**config.mk**
```make
export PLATFORM = sky130hd
export DESIGN_NAME = pattern_loader
export DESIGN_NICKNAME = d
export VERILOG_FILES = /design/src/rtl/pattern_loader.sv
export SDC_FILE = /design/constraint.sdc
export NUM_CORES = 1
export LEC_CHECK = 0
export BUFFER_PORTS_ARGS = -buffer_cell sky130_fd_sc_hd__buf_2
export CAP_MARGIN = 20
export CORE_MARGIN = 5
export CORE_UTILIZATION = 36
export DETAILED_ROUTE_END_ITERATION = 10
export PLACE_DENSITY = 0.64
export SYNTH_ARGS = -nofsm -noshare
export SYNTH_HDL_FRONTEND = slang
export SYNTH_SLANG_ARGS = --single-unit
```
**constraint.sdc**
```tcl
create_clock -name CLOCK_50 -period 1.9 [get_ports CLOCK_50]
set_input_delay 0.095 -clock CLOCK_50 [delete_from_list [all_inputs] [get_ports CLOCK_50]]
set_output_delay 0.095 -clock CLOCK_50 [all_outputs]
set_load 0.05 [all_outputs]
```
**src/rtl/pattern_loader.sv**
```systemverilog
// ============================================================================
// Module      : pattern_loader
// Description : Assembles, edits and locks a NUM_SLOTS-slot shape pattern for
//               the grader. Optional macro UNIQUE_SHAPES_EN rejects duplicates.
// Revision    : 1.0 - initial release
// ============================================================================
`default_nettype none

module pattern_loader #(
    parameter int NUM_SLOTS = 4,
    parameter int SHAPE_W   = 3
) (
    input  logic                         CLOCK_50,
    input  logic                         reset,
    input  logic [SHAPE_W-1:0]           shape_in,
    input  logic                         shape_valid,
    input  logic                         undo,
    input  logic                         commit,
    input  logic                         clear,
    output logic [NUM_SLOTS*SHAPE_W-1:0] masterPattern,
    output logic                         pattern_valid,
    output logic [2:0]                   slot_count,
    output logic                         err
);

    typedef enum logic [1:0] {
        EMPTY   = 2'd0,
        FILLING = 2'd1,
        FULL    = 2'd2,
        LOCKED  = 2'd3
    } state_t;

    localparam logic [2:0] FULL_COUNT = 3'(NUM_SLOTS);

    state_t                         state, state_next;
    logic [NUM_SLOTS*SHAPE_W-1:0]   pattern, pattern_next;
    logic [2:0]                     count, count_next;
    logic                           valid_q;
    logic                           err_q, err_next;
    logic                           code_ok;
    logic                           duplicate;

    always_ff @(posedge CLOCK_50) begin
        if (reset) begin
            state   <= EMPTY;
            pattern <= '0;
            count   <= 3'd0;
            valid_q <= 1'b0;
            err_q   <= 1'b0;
        end else begin
            state   <= state_next;
            pattern <= pattern_next;
            count   <= count_next;
            valid_q <= (state_next == LOCKED);
            err_q   <= err_next;
        end
    end

    // Codes 000 and 111 are not shapes.
    assign code_ok = (shape_in != '0) && (shape_in != '1);

    always_comb begin
        duplicate = 1'b0;
`ifdef UNIQUE_SHAPES_EN
        for (int k = 0; k < NUM_SLOTS; k++) begin
            if ((3'(k) < count) &&
                (pattern[(NUM_SLOTS-1-k)*SHAPE_W +: SHAPE_W] == shape_in)) begin
                duplicate = 1'b1;
            end
        end
`endif
    end

    // Priority: clear > undo > commit > shape_valid; lower strobes are dropped.
    always_comb begin
        state_next   = state;
        pattern_next = pattern;
        count_next   = count;
        err_next     = 1'b0;

        if (clear) begin
            state_next   = EMPTY;
            pattern_next = '0;
            count_next   = 3'd0;
        end else if (undo) begin
            if (state == FILLING || state == FULL) begin
                for (int k = 0; k < NUM_SLOTS; k++) begin
                    if (3'(k) == count - 3'd1) begin
                        pattern_next[(NUM_SLOTS-1-k)*SHAPE_W +: SHAPE_W] = '0;
                    end
                end
                count_next = count - 3'd1;
                state_next = (count == 3'd1) ? EMPTY : FILLING;
            end else begin
                err_next = 1'b1;
            end
        end else if (commit) begin
            if (state == FULL) begin
                state_next = LOCKED;
            end else begin
                err_next = 1'b1;
            end
        end else if (shape_valid) begin
            if ((state == EMPTY || state == FILLING) && code_ok && !duplicate) begin
                for (int k = 0; k < NUM_SLOTS; k++) begin
                    if (3'(k) == count) begin
                        pattern_next[(NUM_SLOTS-1-k)*SHAPE_W +: SHAPE_W] = shape_in;
                    end
                end
                count_next = count + 3'd1;
                state_next = (count + 3'd1 == FULL_COUNT) ? FULL : FILLING;
            end else begin
                err_next = 1'b1;
            end
        end
    end

    assign masterPattern = pattern;
    assign pattern_valid = valid_q;
    assign slot_count    = count;
    assign err           = err_q;

endmodule

`default_nettype wire

```
==> qor.csv, run 1 <==
metric,value,unit
average detailed-routed wire length per instance,13.95,um
Synth Flop Type,dfxtp_1,
max-slew violation count,0,
all-layer global routing usage,13.77,%
type of destination of the critical path,flop,
clock tree from TritonCTS,built,
Clock H-tree levels,1,
number of antenna violations at the first check in global routing,0,
clock edge transition at the registers on the reported setup and hold paths,70,ps
Critical Path Max Stage Delay,380,ps
number of diodes,0,
netlist area before placement,1329,um2
unrepaired setup endpoints after global routing,yes,
length in cells of the worst reg-to-reg path,6,
Final #Nets,212,
count of endpoints failing hold in the final timing report,0,
number of buffers added on ports,25,
via count of the routed design,1252,
Synth Net Count,179,
number of buffer and inverter stages on the critical path,1,
post-route fraction of the period consumed by the critical path,100.4,%
Final Total Pwr,873.1,uW
share of cells above drive strength 1,29.79,%
Leakage,0.6945,nW
global route total overflow,0,
Core Box Area,3606,um2
highest clock frequency the design can meet,524.3,MHz
slack of the worst reg-to-reg path,-7,ps
clock root buffer,clkbuf_8,
maximum buffer depth of the clock tree,2,
status,finished with violations,
worst-skew pair later-pin latency,250,ps
number of global-route vias before repair,1190,
fraction of registers with async set/reset,0,%
category of cells accounting for the largest share of critical-path delay,compound AO/OA/AOI/OAI gates,
# rows,22,
synthesized area divided by synthesized cell count,8.518,um2
Clock Sinks,19,
DIE WIDTH,70.76,um
drt initial violations,91,
last weighted congestion value of the routability-driven placer,0.8221,
worst ir drop on vdd,341.4,uV
violated checks,negative setup slack,
Die Footprint,5006,um2
final worst setup slack,-7.365,ps
pwr dens,533.9,nW/um2
global-route wire length before repair,5664,um
Synthesis Warnings,0,
library cells used by synthesis,46,
endpoint arrival time on the critical path,2060,ps
post-synthesis sequential area ratio,28.63,%
total wire length after detailed routing,3293,um
DP HPWL,2441,um
share of the core filled with cells in the final layout,45.35,%
register bit count reported by yosys,19,
height of the die,70.76,um
count of flip-flops with a built-in enable after synthesis,0,
kind of path behind the tightest hold check,in -> reg,
remaining design rule violation count,0,
pin count of the biggest net entering global routing,15,
final period demand of the worst path,1907,ps
layout overhead on the synthesized area,23.07,%
slew margin rel.,65.95,%
Crit-path slowest cell,dfxtp_4,
Worst-Margin Slew,505.4,ps
1st-pass router iterations,4,
Synth Instances,156,
Critical Path Stages,6,
post-route antenna net violation count,0,
cell depth of the worst hold path,3,
"critical path fanouts, max",6,
Setup Skew,1.120,ps
Final setup viols,1,
chain of cells forming the critical path,"inv_1, ha_1, and3b_1, a2bb2oi_1, a311o_1, a2111oi_4",
Worst Hold Slack,180.5,ps
number of buffers added by the clock tree synthesis step,3,
via density per instance,5.305,
critical path data required time,2050,ps
classification of the worst setup path,reg -> reg,
final-layout setup total negative slack,-7.365,ps
nature of the critical path startpoint,flop,
number of primary I/O pins,26,
number of max-capacitance violations reported,0,
starting density of the core,36.85,%
through the flow:
| step | worst slack, ps | area [um2] | cells |
|---|---|---|---|
| floorplan | 7.996 | 1336 | 156 |
| global placement | 91.33 | 1554 | 230 |
| detailed placement | 31.30 | 1554 | 230 |
| CTS | 4.221 | 1600 | 234 |
| global route | -85.57 | 1635 | 236 |
| finish | -7.365 | 1635 | 236 |
cell usage in the layout (no fill, tap or decap), types with 2 or more instances in the layout:
cell type / Yosys / layout
buf_2: 1 / 25
ha_1: 14 / 14
dfxtp_1: 19 / 14
nand3_1: 13 / 13
nand2_1: 12 / 12
buf_4: 0 / 12
a21oi_1: 12 / 11
inv_1: 10 / 10
mux2i_1: 7 / 7
nor2_1: 6 / 6
o21ai_0: 4 / 4
and4_1: 3 / 3
nor4bb_1: 3 / 3
a211o_1: 3 / 3
a21boi_0: 3 / 3
or3_1: 3 / 3
o21ai_1: 3 / 3
o22ai_1: 3 / 3
clkbuf_8: 0 / 3
dfxtp_2: 0 / 3
a31oi_1: 2 / 2
a2111oi_2: 3 / 2
dfxtp_4: 0 / 2
report_power, final:
group          internal [mW]  switching [mW]  leakage [nW]  total [mW]
combinational         0.0749           0.110         0.513       0.185
sequential             0.403         0.00857         0.157       0.412
clock                  0.146           0.130        0.0255       0.276
total                  0.624           0.249         0.695       0.873
cell type report:
cell class,instances,area (um2)
clock buffers,3,41.29
clock inverters,1,5.005
fillers,369,1971
inverters,10,37.54
multi-input cells,118,884.6
flip-flops and latches,19,391.6
well taps,48,60.06
repair buffers,37,215.2
state kept, by name, indices dropped and copies added (netlist names):
register	count
pattern_valid	1
state	2
err	1
slot_count	3
masterPattern	12
worst reg2reg max path, cell delays in order, from the launching register on:
cell,delay (ps)
dfxtp_4,380
inv_1,80
ha_1,320
and3b_1,170
a2bb2oi_1,140
a311o_1,370
a2111oi_4,350
Yosys cell counts, types with 2 or more instances:
library cell	number	area, um2
dfxtp_1	19	380.4
ha_1	14	175.2
nand3_1	13	65.06
a21oi_1	12	60.06
nand2_1	12	45.04
inv_1	10	37.54
mux2i_1	7	70.07
nor2_1	6	22.52
clkbuf_1	5	18.77
o21ai_0	4	20.02
a2111oi_2	3	45.04
a211o_1	3	26.28
a21boi_0	3	22.52
and4_1	3	26.28
nor4bb_1	3	30.03
o21ai_1	3	15.01
o22ai_1	3	18.77
or3_1	3	18.77
a31oi_1	2	12.51
buf_1	2	7.510
kinds of logic after synthesis:
logic type | after synthesis | synth area share (%)
muxes | 7 | 5.273
and+or+nand+nor | 55 | 24.58
adders and majority gates | 14 | 13.18
xor gates and xnor gates | 1 | 0.6593
AOI/OAI and AO/OA | 41 | 21.66
buffers and inverters | 19 | 6.027
DFF | 19 | 28.62
per-layer routing:
layer | up-vias | share of wire, % | track usage (%)
met4 | 0 | 0.82 | 4.384
met1 | 572 | 46 | 19.48
met2 | 39 | 47 | 20.80
li1 | 637 | - | -
met5 | - | 0 | 0
met3 | 4 | 6.1 | 2.983
final timing paths:
| check | to | startpoint |
|---|---|---|
| max | pattern_valid | state[0] |
| min reg2reg | masterPattern[11] | masterPattern[11] |
| min | slot_count[2] | reset |
| max reg2reg | pattern_valid | state[0] |
repair_timing:
action                                  4_1_cts  5_1_grt
hold buffers                                  0        0
gates resized for setup                       0        4
buffers inserted                              0        2
endpoints found under the setup margin        0        8
Note: power is estimated with default switching activity, not from simulation.
==> run 2: changes to the inputs <==
REMOVE_ABC_BUFFERS = 1   (was not set)
==> run 2 against run 1 <==
Net effect: the run now ends clean; clock skew is 7.2 ps higher; cell area is 0.31% higher; non-clock buffer count is 2 higher; via count about the same; sequential power barely moved; global-route usage shrank 0.70 points; clock-buffer cell count is the same; register-to-register slack improved by 120 ps; combinational power hardly changed; hold slack got worse by 4.0 ps.
==> qor.csv, run 2 (same netlist as run 1, synthesis figures left out) <==
metric,value,unit,change
"critical path fanouts, max",7,,was 6
number of global-route vias before repair,1141,,was 1190
pin count of the biggest net entering global routing,14,,was 15
fillcell total,368,,was 369
share of cells above drive strength 1,30.00,%,was 29.79%
"top library cells by usage in the layout, fill and taps aside","buf_2 (25), dfxtp_1 (17), buf_4 (14)",,"was buf_2 (25), ha_1 (14), dfxtp_1 (14)"
Final Total Pwr,881.3,uW,was 873.1 uW
Crit-path slowest cell,dfxtp_2,,was dfxtp_4
layout overhead on the synthesized area,23.45,%,was 23.07%
FF-to-FF Start,state[1],,was state[0]
number of buffers added by the clock tree synthesis step,3,,unchanged
via density per instance,5.256,,was 5.305
drt initial violations,67,,was 91
slew margin rel.,64.96,%,was 65.95%
kind of path behind the tightest hold check,in -> reg,,unchanged
last weighted congestion value of the routability-driven placer,0.9314,,was 0.8221
number of antenna violations at the first check in global routing,0,,unchanged
pre-CTS WS,-7.135,ps,was 31.30 ps
"most common cell after layout, fill and taps aside",buf_2,,unchanged
number of diodes,0,,unchanged
chain of cells forming the critical path,"inv_2, ha_2, or2_4, and3_4, a311o_1, a2111oi_2",,"was inv_1, ha_1, and3b_1, a2bb2oi_1, a311o_1, a2111oi_4"
maximum buffer depth of the clock tree,2,,unchanged
post-route fraction of the period consumed by the critical path,93.92,%,was 100.4%
clock tree from TritonCTS,built,,unchanged
number of primary I/O pins,26,,unchanged
critical path data required time,2060,ps,was 2050 ps
Setup Skew,8.289,ps,was 1.120 ps
category of cells accounting for the largest share of critical-path delay,compound AO/OA/AOI/OAI gates,,unchanged
launch point of the worst path,state[1],,was state[0]
highest clock frequency the design can meet,560.4,MHz,was 524.3 MHz
Final #Nets,214,,was 212
status,finished clean,,was finished with violations
number of max-capacitance violations reported,0,,unchanged
starting density of the core,36.85,%,unchanged
1st-pass router iterations,4,,unchanged
worst-skew pair later-pin latency,260,ps,was 250 ps
all-layer global routing usage,13.07,%,was 13.77%
final worst setup slack,115.6,ps,was -7.365 ps
Critical Path Max Stage Delay,350,ps,was 380 ps
# rows,22,,unchanged
endpoint arrival time on the critical path,1940,ps,was 2060 ps
global-route wire length before repair,5340,um,was 5664 um
Core Box Area,3606,um2,unchanged
type of destination of the critical path,flop,,unchanged
max reg flops,12,,unchanged
nature of the critical path startpoint,flop,,unchanged
average detailed-routed wire length per instance,13.78,um,was 13.95 um
global route total overflow,0,,unchanged
multi-input gate area in the final layout,883.3,um2,was 884.6 um2
worst hold start,clear,,was reset
Clock Sinks,19,,unchanged
classification of the worst setup path,reg -> reg,,unchanged
number of buffers added on ports,25,,unchanged
worst ir drop on vdd,433.1,uV,was 341.4 uV
clock edge transition at the registers on the reported setup and hold paths,80,ps,was 70 ps
number of buffer and inverter stages on the critical path,1,,unchanged
Worst-Margin Slew,518.3,ps,was 505.4 ps
final period demand of the worst path,1784,ps,was 1907 ps
Leakage,0.7034,nW,was 0.6945 nW
total wire length after detailed routing,3280,um,was 3293 um
unrepaired setup endpoints after global routing,no,,was yes
clock root buffer,clkbuf_8,,unchanged
via count of the routed design,1251,,was 1252
remaining design rule violation count,0,,unchanged
post-route antenna net violation count,0,,unchanged
Clock H-tree levels,1,,unchanged
Final setup viols,0,,was 1
area taken by flip-flops and latches,382.9,um2,was 391.6 um2
height of the die,70.76,um,unchanged
buffers inserted during post-CTS setup optimization,0,,unchanged
pwr dens,537.3,nW/um2,was 533.9 nW/um2
count of endpoints failing hold in the final timing report,0,,unchanged
DP HPWL,2555,um,was 2441 um
DIE WIDTH,70.76,um,unchanged
total of hold buffers inserted after clock tree synthesis,0,,unchanged
Die Footprint,5006,um2,unchanged
max-slew violation count,0,,unchanged
==> run 2: cell count changes in the layout (fill, tap and decap cells not counted), moves of 2 or more <==
cell | previous run | this run
dfxtp_4 | 2 | 0
buf_4 | 12 | 14
ha_1 | 14 | 12
dfxtp_1 | 14 | 17
==> run 2: worst register-to-register path, stage by stage, from the launching register on <==
cell       delay (ps)
dfxtp_2           350
inv_2              70
ha_2              180
or2_4             260
and3_4            210
a311o_1           290
a2111oi_2         330
==> run 2: area by class of cell <==
type	instances	area share, %
Clock buffer	3	2.517
Inverter	10	2.288
Multi-Input combinational cell	118	53.85
Tap cell	48	3.661
Sequential cell	19	23.34
Clock inverter	1	0.3051
Timing Repair Buffer	39	14.04
==> run 2: final timing paths <==
check | to | slack (ps) | cells past startpoint
worst max-delay path | pattern_valid | 120 | 6
worst min-delay path | slot_count[2] | 180 | 3
worst max register to register | pattern_valid | 120 | 6
worst min register to register | masterPattern[11] | 460 | 2
==> run 2: per-stage QoR <==
| stage | cell area, um2 | util, % | instances | TNS (ps) | hold slack, ps |
|---|---|---|---|---|---|
| 3_5_place_dp | 1577 | 43.72 | 234 | -7.135 | 455.6 |
| 3_3_place_gp | 1577 | 43.72 | 234 | 0 | 455.8 |
| 2_1_floorplan | 1286 | - | 147 | -1730 | 270.8 |
| 4_1_cts | 1624 | 45.04 | 238 | 0 | 171.3 |
| 6_report | 1640 | 45.49 | 238 | 0 | 176.5 |
| 5_1_grt | 1640 | 45.49 | 238 | 0 | 193.5 |
==> run 2: what timing repair did <==
action,CTS,global route
endpoints found under the setup margin,1,1
hold endpoints to repair,0,0
pin swaps,0,1
gates resized for setup,1,4
==> run 2: per-layer routing <==
| layer | global-route usage, % | part of all wire [%] | vias to the layer above |
|---|---|---|---|
| li1 | - | - | 643 |
| met1 | 18.51 | 49 | 573 |
| met4 | 3.549 | 0.64 | 0 |
| met3 | 2.841 | 5.8 | 3 |
| met2 | 19.98 | 44 | 32 |
| met5 | 0 | 0 | - |
==> run 2: power breakdown <==
part           internal [mW]  switching (mW)  leakage, nW
sequential             0.405         0.00504        0.154
combinational         0.0749           0.112        0.523
clock                  0.146           0.138       0.0255
==> run 3: changes to the inputs <==
BUFFER_PORTS_ARGS = not set   (was -buffer_cell sky130_fd_sc_hd__buf_2)
CORE_ASPECT_RATIO = 1.1   (was not set)
CTS_BUF_LIST = sky130_fd_sc_hd__clkbuf_8   (was not set)
DONT_BUFFER_PORTS = 1   (was not set)
PLACE_DENSITY = 0.58   (was 0.64)
==> run 3 against run 2 <==
Net effect: wire length is 1.1% lower; sequential share of layout area up 1.9 points; total power down 2.0%; critical path type unchanged; largest cell class unchanged; largest power group unchanged.
==> qor.csv, run 3 (same netlist as run 1, synthesis figures left out) <==
metric,value,unit,change
internal cell power,616.4,uW,was 625.7 uW
Net Sw Power,247.2,uW,was 255.6 uW
"critical path fanouts, max",4,,was 7
# rows,23,,was 22
instance count after placement with tap cells included,210,,was 234
count of non-filler cells in the finished layout,215,,was 238
share of cells above drive strength 1,19.39,%,was 30.00%
number of buffer and inverter stages on the critical path,1,,unchanged
clock tree from TritonCTS,built,,unchanged
unrepaired setup endpoints after global routing,yes,,was no
number of diodes,0,,unchanged
Die Footprint,5007,um2,was 5006 um2
Clock H-tree levels,1,,unchanged
max-slew violation count,0,,unchanged
global route total overflow,0,,unchanged
highest clock frequency the design can meet,539.0,MHz,was 560.4 MHz
Global Route met1 Usage,14.70,%,was 18.51%
via density per instance,5.451,,was 5.256
classification of the worst setup path,reg -> reg,,unchanged
DP HPWL,2557,um,was 2555 um
share of the core filled with cells in the final layout,42.16,%,was 45.49%
starting density of the core,36.94,%,was 36.85%
clock edge transition at the registers on the reported setup and hold paths,70,ps,was 80 ps
drt initial violations,45,,was 67
Clock Sinks,19,,unchanged
total wire length after detailed routing,3244,um,was 3280 um
worst-skew pair later-pin latency,260,ps,about the same
number of buffers added by the clock tree synthesis step,3,,unchanged
"most common cell after layout, fill and taps aside",dfxtp_1,,was buf_2
Core Box Area,3597,um2,was 3606 um2
number of primary I/O pins,26,,unchanged
post-route antenna net violation count,0,,unchanged
share of power burned in registers,48.3,%,was 46.5%
final cell area excluding filler cells,1516,um2,was 1640 um2
max reg flops,12,,unchanged
number of antenna violations at the first check in global routing,0,,unchanged
endpoint arrival time on the critical path,2020,ps,was 1940 ps
global-route wire length before repair,5030,um,was 5340 um
Leakage,0.5744,nW,was 0.7034 nW
type of destination of the critical path,flop,,unchanged
clock share of power,34.4,%,was 32.3%
nature of the critical path startpoint,flop,,unchanged
final period demand of the worst path,1855,ps,was 1784 ps
category of cells accounting for the largest share of critical-path delay,compound AO/OA/AOI/OAI gates,,unchanged
Critical Path Max Stage Delay,360,ps,was 350 ps
met3 track utilization from global routing,5.352,%,was 2.841%
slew margin rel.,56.07,%,was 64.96%
critical path data required time,2070,ps,was 2060 ps
count of endpoints failing hold in the final timing report,0,,unchanged
1st-pass router iterations,4,,unchanged
cell area reported after detailed placement,1446,um2,was 1577 um2
Setup Skew,4.316,ps,was 8.289 ps
last weighted congestion value of the routability-driven placer,0.8100,,was 0.9314
most utilized layer in the global route result,met2,,unchanged
Worst-Margin Slew,656.5,ps,was 518.3 ps
worst ir drop on vdd,416.2,uV,was 433.1 uV
number of global-route vias before repair,1071,,was 1141
pwr dens,569.5,nW/um2,was 537.3 nW/um2
chain of cells forming the critical path,"inv_1, ha_1, and3b_1, a2bb2oi_1, a311o_1, a2111oi_2",,"was inv_2, ha_2, or2_4, and3_4, a311o_1, a2111oi_2"
number of buffers added on ports,0,,was 25
Comb power frac,17.3,%,was 21.2%
Final setup viols,0,,unchanged
all-layer global routing usage,13.33,%,was 13.07%
Crit-path slowest cell,a311o_1,,was dfxtp_2
"top library cells by usage in the layout, fill and taps aside","dfxtp_1 (17), buf_4 (14), nand3_1 (13)",,"was buf_2 (25), dfxtp_1 (17), buf_4 (14)"
global-route met2 utilization,23.13,%,was 19.98%
clock root buffer,clkbuf_8,,unchanged
maximum buffer depth of the clock tree,2,,unchanged
height of the die,73.72,um,was 70.76 um
Final #Nets,189,,was 214
number of max-capacitance violations reported,0,,unchanged
fillcell total,380,,was 368
layout overhead on the synthesized area,14.12,%,was 23.45%
Final Total Pwr,863.7,uW,was 881.3 uW
pin count of the biggest net entering global routing,20,,was 14
Sw Share,28.62,%,was 29.00%
post-route fraction of the period consumed by the critical path,97.65,%,was 93.92%
status,finished clean,,unchanged
average detailed-routed wire length per instance,15.09,um,was 13.78 um
kind of path behind the tightest hold check,in -> reg,,unchanged
DIE WIDTH,67.93,um,was 70.76 um
final-layout setup total negative slack,0,ps,unchanged
remaining design rule violation count,0,,unchanged
via count of the routed design,1172,,was 1251
[run 3: timing repair]
| action | in CTS | in global routing |
|---|---|---|
| setup buffers | 0 | 1 |
| gates resized for setup | 0 | 5 |
| endpoints found under the setup margin | 0 | 6 |
| hold buffers | 0 | 0 |
[run 3: metal layers]
| metal | part of all wire (%) | up-vias |
|---|---|---|
| li1 | - | 586 |
| met1 | 41 | 557 |
| met2 | 52 | 24 |
| met3 | 6.6 | 5 |
| met4 | 0.99 | 0 |
| met5 | 0 | - |
[run 3: worst paths after layout]
| kind | from | endpoint | slack (ps) | depth (start not counted) |
|---|---|---|---|---|
| hold reg to reg | masterPattern[1] | masterPattern[1] | 480 | 2 |
| hold / removal | shape_in[1] | masterPattern[1] | 9 | 2 |
| setup reg to reg | state[0] | pattern_valid | 40 | 6 |
| setup / recovery | state[0] | pattern_valid | 40 | 6 |
[run 3: power groups by stage]
stage | Sequential, mW | Combinational (mW) | Clock, mW
global placement | 0.426 | 0.144 | 0
finish | 0.417 | 0.149 | 0.297
detailed placement | 0.427 | 0.146 | 0
CTS | 0.417 | 0.147 | 0.303
floorplan | 0.436 | 0.0951 | 0
global route | 0.418 | 0.163 | 0.323
[run 3: cell type report]
type                    instances  area, um2  share of cell area (%)
clock buffers                   3      41.29                   2.723
clock inverters                 1      7.507                  0.4951
inverters                      10      37.54                   2.475
multi-input cells             118      879.6                   58.00
flip-flops and latches         19      382.9                   25.25
well taps                      50      62.56                   4.125
repair buffers                 14      105.1                   6.931
[run 3: stage by stage]
step / setup WS, ps / hold WS, ps
after global placement: 78.47 / 275.3
after detailed placement: 22.69 / 285.3
final: 44.64 / 8.952
after floorplan: -226.2 / 270.8
after global routing: -25.25 / 14.95
after CTS: 8.933 / 7.348
